**config.mk**
```make
export PLATFORM = sky130hd
export DESIGN_NAME = logical_op_stage
export DESIGN_NICKNAME = d
export VERILOG_FILES = /design/src/rtl/logical_pkg.sv /design/src/rtl/logical_reduce_op.sv /design/src/rtl/logical_op_stage.sv
export SDC_FILE = /design/constraint.sdc
export NUM_CORES = 1
export LEC_CHECK = 0
export ABC_CLOCK_PERIOD_IN_PS = 3100
export CORE_AREA = 8 8 83 85
export CTS_BUF_LIST = sky130_fd_sc_hd__clkbuf_8
export CTS_CLUSTER_DIAMETER = 40
export DETAILED_ROUTE_END_ITERATION = 6
export DIE_AREA = 0 0 91 93
export HOLD_SLACK_MARGIN = 0.05
export PLACE_DENSITY = 0.77
export SETUP_SLACK_MARGIN = 0.1
export SLEW_MARGIN = 10
export SYNTH_ARGS = -nofsm -noshare
export SYNTH_HDL_FRONTEND = slang
export SYNTH_SLANG_ARGS = --single-unit
```
**constraint.sdc**
```tcl
create_clock -name clk -period 3.1 [get_ports clk]
set_clock_uncertainty 0.15 [all_clocks]
set_input_delay 0.93 -clock clk [delete_from_list [all_inputs] [get_ports clk]]
set_output_delay 0.93 -clock clk [all_outputs]
set_load 0.02 [all_outputs]
```
**src/rtl/logical_pkg.sv**
```systemverilog
// rtl/logical_pkg.sv - shared op encodings for the logical op stage
package logical_pkg;

  typedef enum logic [1:0] {
    OP_OR  = 2'b00,
    OP_AND = 2'b01,
    OP_XOR = 2'b10,
    OP_NOR = 2'b11
  } op_e;

endpackage

```
**src/rtl/logical_reduce_op.sv**
```systemverilog
// rtl/logical_reduce_op.sv - or-reduce both operands, then combine per op
module logical_reduce_op
  import logical_pkg::*;
#(
  parameter int N = 8
) (
  input  logic [N-1:0] a,
  input  logic [N-1:0] b,
  input  op_e          op,
  output logic         c
);

  logic ra;
  logic rb;

  always_comb begin
    ra = |a;
    rb = |b;
    c  = 1'b0;
    unique case (op)
      OP_OR:   c = ra | rb;
      OP_AND:  c = ra & rb;
      OP_XOR:  c = ra ^ rb;
      OP_NOR:  c = ~(ra | rb);
      default: c = 1'b0;
    endcase
  end

endmodule

```
**src/rtl/logical_op_stage.sv**
```systemverilog
// rtl/logical_op_stage.sv - operand fifo feeding a registered logical-op result
module logical_op_stage
  import logical_pkg::*;
#(
  parameter int N     = 8,
  parameter int DEPTH = 4
) (
  input  logic                     clk,
  input  logic                     rst_n,
  input  logic                     in_valid,
  output logic                     in_ready,
  input  logic [N-1:0]             in_a,
  input  logic [N-1:0]             in_b,
  input  logic [1:0]               in_op,
  output logic                     out_valid,
  input  logic                     out_ready,
  output logic                     out_c,
  output logic [$clog2(DEPTH):0]   level
);

  localparam int AW = $clog2(DEPTH);
  localparam logic [AW:0] FULL = DEPTH[AW:0];

  logic [N-1:0]  mem_a  [DEPTH];
  logic [N-1:0]  mem_b  [DEPTH];
  op_e           mem_op [DEPTH];
  logic [AW-1:0] wr_ptr;
  logic [AW-1:0] rd_ptr;
  logic          push;
  logic          pop;
  logic          head_c;

  // in_ready depends only on registered occupancy, never on out_ready
  assign in_ready = (level < FULL);
  assign push     = in_valid && in_ready;
  assign pop      = (level != '0) && (!out_valid || out_ready);

  logical_reduce_op #(.N(N)) u_reduce (
    .a  (mem_a[rd_ptr]),
    .b  (mem_b[rd_ptr]),
    .op (mem_op[rd_ptr]),
    .c  (head_c)
  );

  always_ff @(posedge clk) begin
    if (push) begin
      mem_a[wr_ptr]  <= in_a;
      mem_b[wr_ptr]  <= in_b;
      mem_op[wr_ptr] <= op_e'(in_op);
    end
  end

  // pointers wrap naturally because DEPTH is a power of two
  always_ff @(posedge clk) begin
    if (!rst_n) begin
      wr_ptr    <= '0;
      rd_ptr    <= '0;
      level     <= '0;
      out_valid <= 1'b0;
      out_c     <= 1'b0;
    end else begin
      if (push) wr_ptr <= wr_ptr + 1'b1;
      if (pop)  rd_ptr <= rd_ptr + 1'b1;
      unique case ({push, pop})
        2'b10:   level <= level + 1'b1;
        2'b01:   level <= level - 1'b1;
        default: level <= level;
      endcase
      if (pop) begin
        out_valid <= 1'b1;
        out_c     <= head_c;
      end else if (out_ready) begin
        out_valid <= 1'b0;
      end
    end
  end

endmodule

```
==> flow_summary.ini <==
[clock_tree]
cts.sinks = 83
cts_resized = 0
cts_setup_buffers = 0
hold_buffers = 0
root_buffer = clkbuf_8
cts_max_path_buffers = 2
cts_buffers = 9
clkTransAtPathRegs_ps = 80
cts_tree = yes
insertion_delay_ps = 330
htree_levels = 3

[route]
drc_errors = 0
drt-pass1-iter-count = 4
via_count = 1570
ant_nets = 0
drt-initial-drc-count = 70
wl_per_cell_microns = 17.2
detail_route.vias_per_cell = 5.27
wl_microns = 5130

[power]
ir_drop_mv = 0.405
power.density_nw_per_um2 = 774
leakage_nw = 1.23
p_total_mw = 2.83

[sta]
tightest_slew_ps = 445
finalCritPeriodShare_pct = 92.5
fin_ws_ps = 233
rsz0062_at_grt = false
hold_viol_final = 0
layout_min_cycle_time_ps = 2870
max_freq_mhz = 349
max-slew-margin-rel_pct = 69.9
drv_slew = 0
setup_violations = 0

[worst_hold_path]
hold_path.startpoint = out_c
holdPathEnd = out_c
hold_path.class = reg -> reg
hold_depth = 2

[finish]
multi_input_area_sq_um = 613
drive_above_1_share_pct = 10.8
regArea_sq_um = 2380
fillers = 414
fin_nets = 248
area_growth_pct = 19.8
diodes = 0

[placement]
port_buffers = 27
hpwl_microns = 3390
gp_congestion = 0.735
dp_slack_ps = -66.8

[synthesis]
synth.avg_cell_area_sq_um = 17.2
synth_top_area_share_pct = 70.9
synth.area.top_cells = edfxtp_1, dfxtp_1, ha_1
synth_flop_cell = edfxtp_1
async_flop_share_pct = 0
syn-num-nets = 207
yosys.area.top_type = edfxtp_1
syn_inst = 177
syn_area_sq_um = 3050
synth.distinct_cells = 34
synth_edf_count = 72
yosys_register_bits = 83
ys_warn_count = 0
seq_area_frac_synth_pct = 78.2

[floorplanning]
rows = 28
io_pins = 28
die_w_microns = 91
core-area_sq_um = 5680
initial_core_util_pct = 53.7
die_area_sq_um = 8460
die-height_microns = 93

[critical_path]
reg2reg_slack_ps = 710
cp_max_fo = 2
ff2ff_path_depth = 9
crit_arrival_ps = 2970
required_ps = 3200
r2r-start = mem_a[0][5]
crit_type = in -> reg
timing.rr.end = out_c
cp-start-kind = primary input
crit_path_end_kind = flop

[run]
max_cap_viol_count = 0

[global_routing]
grt_max_degree = 19
antenna_found_initial = 0
grt_pass1_vias = 1613
grt_usage_pct = 12.4
gr-total-overflow = 0
grt_pass1_wl_microns = 7960

[outcome]
status = complete, no violations
==> cells in the final DEF (no fill, tap or decap), types with 2 or more instances in the layout <==
| cell type | count |
|---|---|
| nand2_1 | 7 |
| and2_1 | 11 |
| or3_1 | 2 |
| o21ai_0 | 5 |
| nor2b_1 | 2 |
| dfxtp_1 | 11 |
| bufinv_16 | 2 |
| nand3_1 | 6 |
| clkdlybuf4s50_1 | 27 |
| o211ai_1 | 2 |
| nand2b_1 | 2 |
| a21boi_0 | 2 |
| buf_4 | 7 |
| xnor2_1 | 4 |
| nor2_1 | 3 |
| clkbuf_8 | 9 |
| ha_1 | 7 |
| nor4_1 | 14 |
| edfxtp_1 | 72 |
| inv_1 | 11 |
==> metrics by stage <==
step                      instances  setup TNS [ps]  hold slack [ps]  area, sq um  utilization (%)
final                           298               0              334         3650             64.4
after global routing            298               0              383         3650             64.4
after CTS                       298               0              342         3650             64.4
after detailed placement        282           -66.8              331         3440             60.6
after global placement          282               0              321         3440             60.6
after floorplan                 177               0              399         3050                -
==> layer usage <==
metal | global-route usage [%] | share of wire (%) | vias to the layer above
li1 | - | - | 754
met1 | 14.9 | 45 | 776
met2 | 19.7 | 50 | 28
met3 | 2.88 | 3.2 | 12
met4 | 8.19 | 2.7 | 0
met5 | 0 | 0 | -
==> sequential cells by signal, indices dropped and copies added, names as in the netlist, named ones only <==
name,count
wr_ptr,2
level,3
out_valid,1
mem_op,8
mem_b,32
mem_a,32
out_c,1
rd_ptr,2
==> cell families after synthesis <==
group,after synthesis,synth area share [%]
and+or+nand+nor,50,9.44
adders and majority gates,8,3.53
muxes,4,2.30
xor gates and xnor gates,5,1.44
DFF,83,78.2
buffers and inverters,12,1.72
AOI/OAI and AO/OA,15,3.41
==> layout make-up <==
class                   count  share of cell area, %
flip-flops and latches     83                   65.2
inverters                   8                  0.822
clock inverters             7                   2.36
well taps                  75                   2.57
clock buffers               9                   3.39
repair buffers             34                   8.84
multi-input cells          82                   16.8
==> critical path, stage by stage <==
cell and delay, ps:
clkdlybuf4s50_1 440, nand2b_1 110, nand2_1 60, inv_1 80, ha_1 200, inv_1 70
fa_1 380, xor2_1 170, or3_1 320, a21boi_0 200
==> power breakdown <==
group	switching, mW	internal, mW
logic	0.285	0.274
registers	0.0891	1.37
clock network	0.360	0.447
==> synth_stat cells, types with 2 or more instances <==
master	n
xnor2_1	4
clkbuf_1	2
o211ai_1	2
inv_1	8
ha_1	7
or3_1	2
a21boi_0	2
nor2b_1	2
nor4_1	14
and2_1	11
nand2b_1	2
dfxtp_1	11
nand2_1	7
edfxtp_1	72
o21ai_0	5
nand3_1	6
nor2_1	3
==> worst max path at each step <==
stage                         start        to  slack [ps]  depth (start not counted)
after CTS                 out_ready  level[2]         250                         10
after global routing      out_ready  level[2]         170                         10
after floorplan            in_valid  level[2]         450                          9
after detailed placement  out_ready  level[2]         -70                         10
final                     out_ready  level[2]         230                         10
after global placement    out_ready  level[2]          60                         10
No activity file was read; power rests on OpenSTA's default activity.
